**config.mk**
```make
export PLATFORM = sky130hd
export DESIGN_NAME = bit_slice_pipe
export DESIGN_NICKNAME = d
export VERILOG_FILES = /design/src/rtl/bit_slice_pkg.sv /design/src/rtl/bit_slice_extract.sv /design/src/rtl/bit_slice_pipe.sv
export SDC_FILE = /design/constraint.sdc
export NUM_CORES = 1
export LEC_CHECK = 0
export CAP_MARGIN = 20
export CORE_UTILIZATION = 42
export DETAILED_ROUTE_END_ITERATION = 8
export HOLD_SLACK_MARGIN = 0.02
export PLACE_DENSITY = 0.83
export SYNTH_ARGS = -nofsm -noshare
export SYNTH_HDL_FRONTEND = slang
export SYNTH_SLANG_ARGS = --single-unit
```
**constraint.sdc**
```tcl
create_clock -name clk -period 1.3 [get_ports clk]
set_clock_uncertainty 0.05 [all_clocks]
set_input_delay 0.13 -clock clk [delete_from_list [all_inputs] [get_ports clk]]
set_output_delay 0.13 -clock clk [all_outputs]
set_load 0.1 [all_outputs]
```
**src/rtl/bit_slice_pkg.sv**
```systemverilog
// Shared widths, stage-1 payload type and the out-of-bounds helper for bit_slice_pipe.
// BIT_SLICE_PARITY_EN (optional) adds a registered parity output; not referenced here.
package bit_slice_pkg;

  localparam int unsigned DefDataW  = 8;
  localparam int unsigned DefFieldW = 4;
  localparam int unsigned DefOfsW   = $clog2(DefDataW);

  typedef struct packed {
    logic [DefDataW-1:0]  data;
    logic [DefOfsW-1:0]   ofs;
    logic [DefFieldW-1:0] mask;
  } s1_payload_t;

  // 32-bit arithmetic, so the sum never wraps for any legal offset width.
  function automatic logic oob_check(input int unsigned ofs,
                                     input int unsigned data_w  = DefDataW,
                                     input int unsigned field_w = DefFieldW);
    return (ofs + field_w) > data_w;
  endfunction

endpackage

```
**src/rtl/bit_slice_extract.sv**
```systemverilog
// Combinational field/bit extractor between the two pipeline stages.
// BIT_SLICE_PARITY_EN adds parity_o (= ^masked_o).
module bit_slice_extract
  import bit_slice_pkg::*;
#(
  parameter int unsigned DATA_W  = DefDataW,
  parameter int unsigned FIELD_W = DefFieldW,
  localparam int unsigned OFS_W  = $clog2(DATA_W)
) (
  input  logic [DATA_W-1:0]  data_i,
  input  logic [OFS_W-1:0]   ofs_i,
  input  logic [FIELD_W-1:0] mask_i,
  output logic [FIELD_W-1:0] field_o,
  output logic [FIELD_W-1:0] masked_o,
  output logic               bit_o,
`ifdef BIT_SLICE_PARITY_EN
  output logic               parity_o,
`endif
  output logic               oob_o
);

  logic [DATA_W-1:0] shifted;

  // A logical shift zero-fills from the top and clears everything for ofs >= DATA_W.
  always_comb begin
    shifted  = data_i >> ofs_i;
    field_o  = FIELD_W'(shifted);
    masked_o = field_o & mask_i;
    bit_o    = shifted[0];
    oob_o    = oob_check(32'(ofs_i), DATA_W, FIELD_W);
`ifdef BIT_SLICE_PARITY_EN
    parity_o = ^masked_o;
`endif
  end

endmodule

```
**src/rtl/bit_slice_pipe.sv**
```systemverilog
// Two-stage valid/ready bit-slice extractor: stage 1 captures operands, stage 2 registers results.
// BIT_SLICE_PARITY_EN adds out_parity (= ^out_masked), registered with the other results.
module bit_slice_pipe
  import bit_slice_pkg::*;
#(
  parameter int unsigned DATA_W  = DefDataW,
  parameter int unsigned FIELD_W = DefFieldW,
  localparam int unsigned OFS_W  = $clog2(DATA_W)
) (
  input  logic               clk,
  input  logic               rst_n,
  input  logic               in_valid,
  output logic               in_ready,
  input  logic [DATA_W-1:0]  in_data,
  input  logic [OFS_W-1:0]   in_ofs,
  input  logic [FIELD_W-1:0] in_mask,
  output logic               out_valid,
  input  logic               out_ready,
  output logic [FIELD_W-1:0] out_field,
  output logic [FIELD_W-1:0] out_masked,
  output logic               out_bit,
`ifdef BIT_SLICE_PARITY_EN
  output logic               out_parity,
`endif
  output logic               out_oob
);

  typedef struct packed {
    logic [DATA_W-1:0]  data;
    logic [OFS_W-1:0]   ofs;
    logic [FIELD_W-1:0] mask;
  } s1_t;

  typedef struct packed {
    logic [FIELD_W-1:0] field;
    logic [FIELD_W-1:0] masked;
    logic               bit_v;
    logic               oob;
  } res_t;

  s1_t  s1_d, s1_q;
  res_t res_d, res_q, ext;
  logic s1_valid_d, s1_valid_q;
  logic s2_valid_d, s2_valid_q;
  logic s1_adv, s2_adv;

`ifdef BIT_SLICE_PARITY_EN
  logic ext_parity;
  logic parity_d, parity_q;
`endif

  bit_slice_extract #(
    .DATA_W  (DATA_W),
    .FIELD_W (FIELD_W)
  ) u_extract (
    .data_i   (s1_q.data),
    .ofs_i    (s1_q.ofs),
    .mask_i   (s1_q.mask),
    .field_o  (ext.field),
    .masked_o (ext.masked),
    .bit_o    (ext.bit_v),
`ifdef BIT_SLICE_PARITY_EN
    .parity_o (ext_parity),
`endif
    .oob_o    (ext.oob)
  );

  always_comb begin
    s2_adv     = !s2_valid_q || out_ready;
    s1_adv     = !s1_valid_q || s2_adv;
    in_ready   = s1_adv;

    s1_valid_d = s1_adv ? in_valid : s1_valid_q;
    s1_d       = (in_valid && s1_adv) ? '{data: in_data, ofs: in_ofs, mask: in_mask} : s1_q;

    s2_valid_d = s2_adv ? s1_valid_q : s2_valid_q;
    res_d      = (s2_adv && s1_valid_q) ? ext : res_q;
`ifdef BIT_SLICE_PARITY_EN
    parity_d   = (s2_adv && s1_valid_q) ? ext_parity : parity_q;
`endif
  end

  always_ff @(posedge clk or negedge rst_n) begin
    if (!rst_n) begin
      s1_valid_q <= 1'b0;
      s2_valid_q <= 1'b0;
      s1_q       <= '0;
      res_q      <= '0;
`ifdef BIT_SLICE_PARITY_EN
      parity_q   <= 1'b0;
`endif
    end else begin
      s1_valid_q <= s1_valid_d;
      s2_valid_q <= s2_valid_d;
      s1_q       <= s1_d;
      res_q      <= res_d;
`ifdef BIT_SLICE_PARITY_EN
      parity_q   <= parity_d;
`endif
    end
  end

  always_comb begin
    out_valid  = s2_valid_q;
    out_field  = res_q.field;
    out_masked = res_q.masked;
    out_bit    = res_q.bit_v;
    out_oob    = res_q.oob;
`ifdef BIT_SLICE_PARITY_EN
    out_parity = parity_q;
`endif
  end

endmodule

```
==> reports/qor.csv, run 1 <==
stage,metric,value,unit
outcome,status,"finished, violations left",
outcome,failing checks,setup timing,
grt,GRT Total Usage,0.188,
floorplanning,die area,3010,um2
synth,Synth Area in Adders,0,
floorplanning,FP Rows,18,
synth,prevailing post-synth register cell,dfrtp_1,
floorplanning,io pins,31,
grt,largest net degree at the start of global routing,27,
drt,routed len/inst,15.1,um
sta,unrepaired setup endpoints after global routing,true,
synth,syn_area_per_cell,12.6,um2
placement,number of I/O port buffers,30,
worst_setup_path,Slowest cell on crit path,mux4_2,
grt,first-pass GRT wire length,3890,um
placement,Inst Count DP,161,
sta,fmax,669,MHz
sta,ratio of final minimum period to clock period,1.15,
drt,DR iter-0 viols,13,
worst_setup_path,delay of the slowest critical-path stage,0.49,ns
synth,sequential area share after synthesis,0.555,
grt,total gr overflow,0,
final_layout,final net count,160,
floorplanning,Initial Utilization,0.457,
cts,Skew-Pair Late Insertion Delay,0.32,ns
synth,largest family of logic cells by synthesized area,multiplexers,
sta,Final WS setup,-0.194,ns
final_layout,Final Util,0.728,
drt,Post-DRT Antenna Nets,0,
floorplanning,Die Width,54.8,um
sta,minimum clock period,1.49,ns
job,maxcap violations,0,
drt,total number of vias,867,
synth,number of synthesis warnings,0,
grt,initial antenna violation count,0,
synth,compound-cell area share of the yosys netlist,0.0598,
final_layout,register area,657,um2
synth,number of synthesized flops with an enable pin,0,
worst_setup_path,CP Class,flip-flop to flip-flop,
synth,register bit count reported by yosys,26,
cts,"Clk pin slew, worst setup/hold paths",0.14,ns
power,Leak,0.812,nW
worst_setup_path,crit-path cells,buf_6 > mux2i_1 > mux4_2 > o21ai_1,
cts,clk root buf,clkbuf_4,
worst_setup_path,crit path launch type,flip-flop,
cts,CTS Buf Count,3,
placement,pre-CTS WS,-0.220,ns
cts,clock sinks,26,
synth,Syn Inst Count,93,
worst_setup_path,CP endpoint kind,flip-flop,
min_path,Worst Hold Class,primary input to async pin,
placement,HPWL Detailed,1860,um
floorplanning,chip height,54.8,um
worst_setup_path,WP data arrival,1.69,ns
synth,Synth Net Count,112,
synth,mapped cell area,1170,um2
final_layout,Diodes inserted,0,
drt,Detailed Routing Iterations Pass 1,4,
final_layout,fillers,197,
sta,Max-slew headroom,0.783,
synth,Synth top area share,0.555,
cts,Hold Buf Count CTS,0,
grt,vias in the first global route,879,
sta,total negative slack,-3.13,ns
sta,endpoints failing hold,0,
final_layout,Final Non-Filler Cells,170,
synth,Post-Synth Simple-Gate Area,0.0896,
floorplanning,core area,2570,um2
worst_setup_path,maximum fanout along the worst path,6,
sta,Pins Over Slew Limit,0,
placement,GP Congestion,0.805,
final_layout,multi-input logic area,526,um2
worst_setup_path,"delay-heaviest family, CP",multiplexers,
synth,most common cell in the synthesized netlist,dfrtp_1,
cts,Max clock buf depth,2,
worst_setup_path,worst path bufs/invs,1,
final_layout,layout cells sized above 1,0.457,
power,power per standard cell area,1720,nW/um2
synth,Yosys top cell by area,dfrtp_1,
synth,Netlist cell types,19,
synth,top area cells in the synthesized netlist,"dfrtp_1, mux2_2, mux2i_1, nand2_1, mux4_2",
synth,Post-synth top cells,"dfrtp_1, nand2_1, mux2_2",
worst_setup_path,CP Data Required Time,1.49,ns
sta,Final setup viols,24,
synth,Async SR Flop Fraction,1.00,
drt,vias per cell,5.10,
synth,Synth Area in XOR/XNOR,0,
cts,CTS tree,built,
power,Peak supply drop,1470,uV
drt,final WL,2570,um
drt,drt drc,0,
synth,mux cell area share after synthesis,0.265,
cts,H-tree depth,1,
final_layout,layout overhead on the synthesized area,59.4,%
sta,Worst Tran Pin Value,0.326,ns
-- cells in the final DEF, fill, tap and decap left out, types with 2 or more instances in the layout --
cell type        netlist  routed
o21ai_1                6       6
buf_4                  1      12
mux2_2                15      15
dfrtp_2                0       2
nand3b_1               2       2
mux4_2                 2       3
o21ai_0                5       2
mux2i_1                7       5
nand2_1               16      15
o21ai_2                0       3
nand2b_1               3       3
clkdlybuf4s50_1        0      18
dfrtp_1               26      23
buf_12                 0      14
buf_6                  1       3
clkbuf_4               0       3
-- final timing paths --
kind	startpoint	to	slack [ns]	cells after the start
hold / removal	rst_n	s1_q[14]	0.14	2
setup / recovery	s1_q[4]	out_field[0]	-0.19	4
setup reg to reg	s1_q[4]	out_field[0]	-0.19	4
max in group asynchronous	rst_n	out_field[0]	0.79	2
hold reg to reg	s1_q[0]	s1_q[0]	0.48	1
min in group clk	in_mask[3]	s1_q[3]	0.37	2
-- stage by stage --
step	instance area [um2]	hold WS [ns]	total power [W]
floorplan	1190	-0.216	0.00207
global placement	1730	0.435	0.00269
detailed placement	1730	0.448	0.00273
CTS	1810	0.147	0.00316
global route	1870	0.149	0.00334
finish	1870	0.136	0.00322
-- flip-flops by register name, indices dropped and copies added, names as in the netlist --
name and count:
s1_q 15, out_valid 1, out_oob 1, s1_valid_q 1, out_field 4, out_masked 4
-- cell type report --
class                           count  share of cell area
Sequential cell                    26               0.351
Inverter                            1             0.00201
Multi-Input combinational cell     61               0.281
Timing Repair Buffer               48               0.326
Clock buffer                        4              0.0194
Tap cell                           30              0.0201
-- logic make-up after synthesis --
family                 count (synthesis)
AND/OR/NAND/NOR                       23
buffers and inverters                  6
flip-flops                            26
AO/OA/AOI/OAI                         13
multiplexers                          25
-- metal layers --
metal,vias to the layer above,wire [um],GRT usage
met3,2,71,0.0250
li1,422,-,-
met4,0,4,0.0513
met2,21,1450,0.347
met1,422,1040,0.223
met5,-,0,0
-- power by group --
part	internal [W]	switching, W	leakage, nW
logic	0.000718	0.000978	0.481
clock network	0.000171	0.000230	0.0210
registers	0.000961	0.000158	0.310
total	0.00185	0.00137	0.812
-- repair_timing --
item,CTS,global route
setup buffers,3,2
pin swaps,2,1
gates resized for setup,9,9
gates cloned,0,1
endpoints found under the setup margin,14,25
Note: power is estimated with default switching activity, not from simulation.
==> run 2: changes to the inputs <==
Settings changed: CORE_MARGIN set to 3.
==> reports/qor.csv, run 2 (synthesis results as in run 1) <==
stage,metric,value,unit
sta,Final setup viols,25,
cts,Skew-Pair Late Insertion Delay,0.31,ns
worst_setup_path,WP data arrival,1.70,ns
final_layout,final net count,159,
grt,total gr overflow,0,
sta,fmax,668,MHz
outcome,failing checks,setup timing,
final_layout,layout overhead on the synthesized area,57.8,%
cts,CTS tree,built,
final_layout,fillers,186,
final_layout,max reg flops,15,
cts,H-tree depth,1,
cts,CTS Buf Count,3,
floorplanning,core area,2570,um2
cts,clk root buf,clkbuf_4,
final_layout,most frequent cells in the layout,"dfrtp_1, clkdlybuf4s50_1, nand2_1",
drt,routed len/inst,14.6,um
floorplanning,io pins,31,
drt,final WL,2460,um
sta,minimum clock period,1.50,ns
sta,unrepaired setup endpoints after global routing,true,
sta,endpoints failing hold,0,
worst_setup_path,CP Class,flip-flop to flip-flop,
worst_setup_path,CP endpoint kind,flip-flop,
grt,largest net degree at the start of global routing,27,
job,maxcap violations,0,
final_layout,layout cells sized above 1,0.435,
final_layout,final instance area,1850,um2
outcome,status,"finished, violations left",
drt,Detailed Routing Iterations Pass 1,4,
grt,vias in the first global route,905,
cts,clock sinks,26,
floorplanning,chip height,58.8,um
grt,GRT Total Usage,0.153,
cts,Max clock buf depth,2,
power,Peak supply drop,1480,uV
worst_setup_path,crit path launch type,flip-flop,
floorplanning,die area,3460,um2
drt,total number of vias,882,
placement,pre-CTS WS,-0.211,ns
min_path,Worst Hold Class,primary input to async pin,
power,power per standard cell area,1680,nW/um2
drt,Post-DRT Antenna Nets,0,
worst_setup_path,maximum fanout along the worst path,6,
floorplanning,FP Rows,18,
sta,total negative slack,-2.79,ns
grt,first-pass GRT wire length,3980,um
worst_setup_path,CP Data Required Time,1.50,ns
cts,"Clk pin slew, worst setup/hold paths",0.12,ns
sta,Worst Tran Pin Value,0.321,ns
power,total power,0.00311,W
sta,Final WS setup,-0.196,ns
final_layout,Final Util,0.721,
sta,ratio of final minimum period to clock period,1.15,
final_layout,"most common cell after layout, fill and taps aside",dfrtp_1,
placement,Post-DP Area,1710,um2
drt,vias per cell,5.25,
power,Leak,0.818,nW
grt,initial antenna violation count,0,
drt,drt drc,0,
placement,HPWL Detailed,1860,um
sta,Pins Over Slew Limit,0,
placement,number of I/O port buffers,30,
floorplanning,Die Width,58.8,um
floorplanning,Initial Utilization,0.457,
drt,DR iter-0 viols,21,
final_layout,Diodes inserted,0,
final_layout,most flop-heavy register,s1_q,
sta,Max-slew headroom,0.786,
placement,GP Congestion,0.772,
==> run 2: layer usage <==
| metal | vias up | global-route usage | part of all wire |
|---|---|---|---|
| met3 | 6 | 0.0439 | 0.060 |
| met4 | 0 | 0.0518 | 0.016 |
| met2 | 31 | 0.278 | 0.53 |
| met1 | 424 | 0.170 | 0.39 |
| met5 | - | 0 | 0 |
| li1 | 421 | - | - |
==> run 2: final cells by class <==
cell class | count | area (um2) | share of cell area
tap | 30 | 37.5 | 0.0203
sequential | 26 | 657 | 0.355
clock buffer | 3 | 22.5 | 0.0122
timing repair buffer | 47 | 606 | 0.327
multi-input combinational | 61 | 524 | 0.283
inverter | 1 | 3.75 | 0.00203
==> run 2: path summary, 6_finish.rpt <==
kind	from	end	slack (ns)	depth (start not counted)
min reg2reg	s1_q[3]	s1_q[3]	0.47	1
max in group asynchronous	rst_n	out_valid	0.82	2
max reg2reg	s1_q[4]	out_masked[0]	-0.20	4
max	s1_q[4]	out_masked[0]	-0.20	4
min	rst_n	s1_q[9]	0.10	2
min in group clk	in_ofs[0]	s1_q[4]	0.37	2
==> run 2: worst max-delay path, stage by stage, from the launching register on <==
cell	delay (ns)
dfrtp_2	0.45
buf_6	0.14
mux2i_1	0.14
mux4_2	0.51
o21ai_1	0.13
==> run 2: metrics by stage <==
step	hold WS, ns	instances
floorplan	-0.216	93
global placement	0.439	159
detailed placement	0.443	159
CTS	0.112	166
global route	0.128	168
finish	0.104	168
==> run 2: timing repair <==
| action | 4_1_cts | 5_1_grt |
|---|---|---|
| buffers inserted | 4 | 2 |
| pin swaps | 1 | 0 |
| endpoints found under the setup margin | 13 | 25 |
| gates cloned | 0 | 1 |
| hold buffers | 0 | 0 |
| resized for setup | 13 | 7 |
==> run 2: report_power, final <==
group	total, W	switching [W]	internal, W
clock	0.000320	0.000212	0.000109
combinational	0.00167	0.000956	0.000710
sequential	0.00112	0.000163	0.000961
total	0.00311	0.00133	0.00178
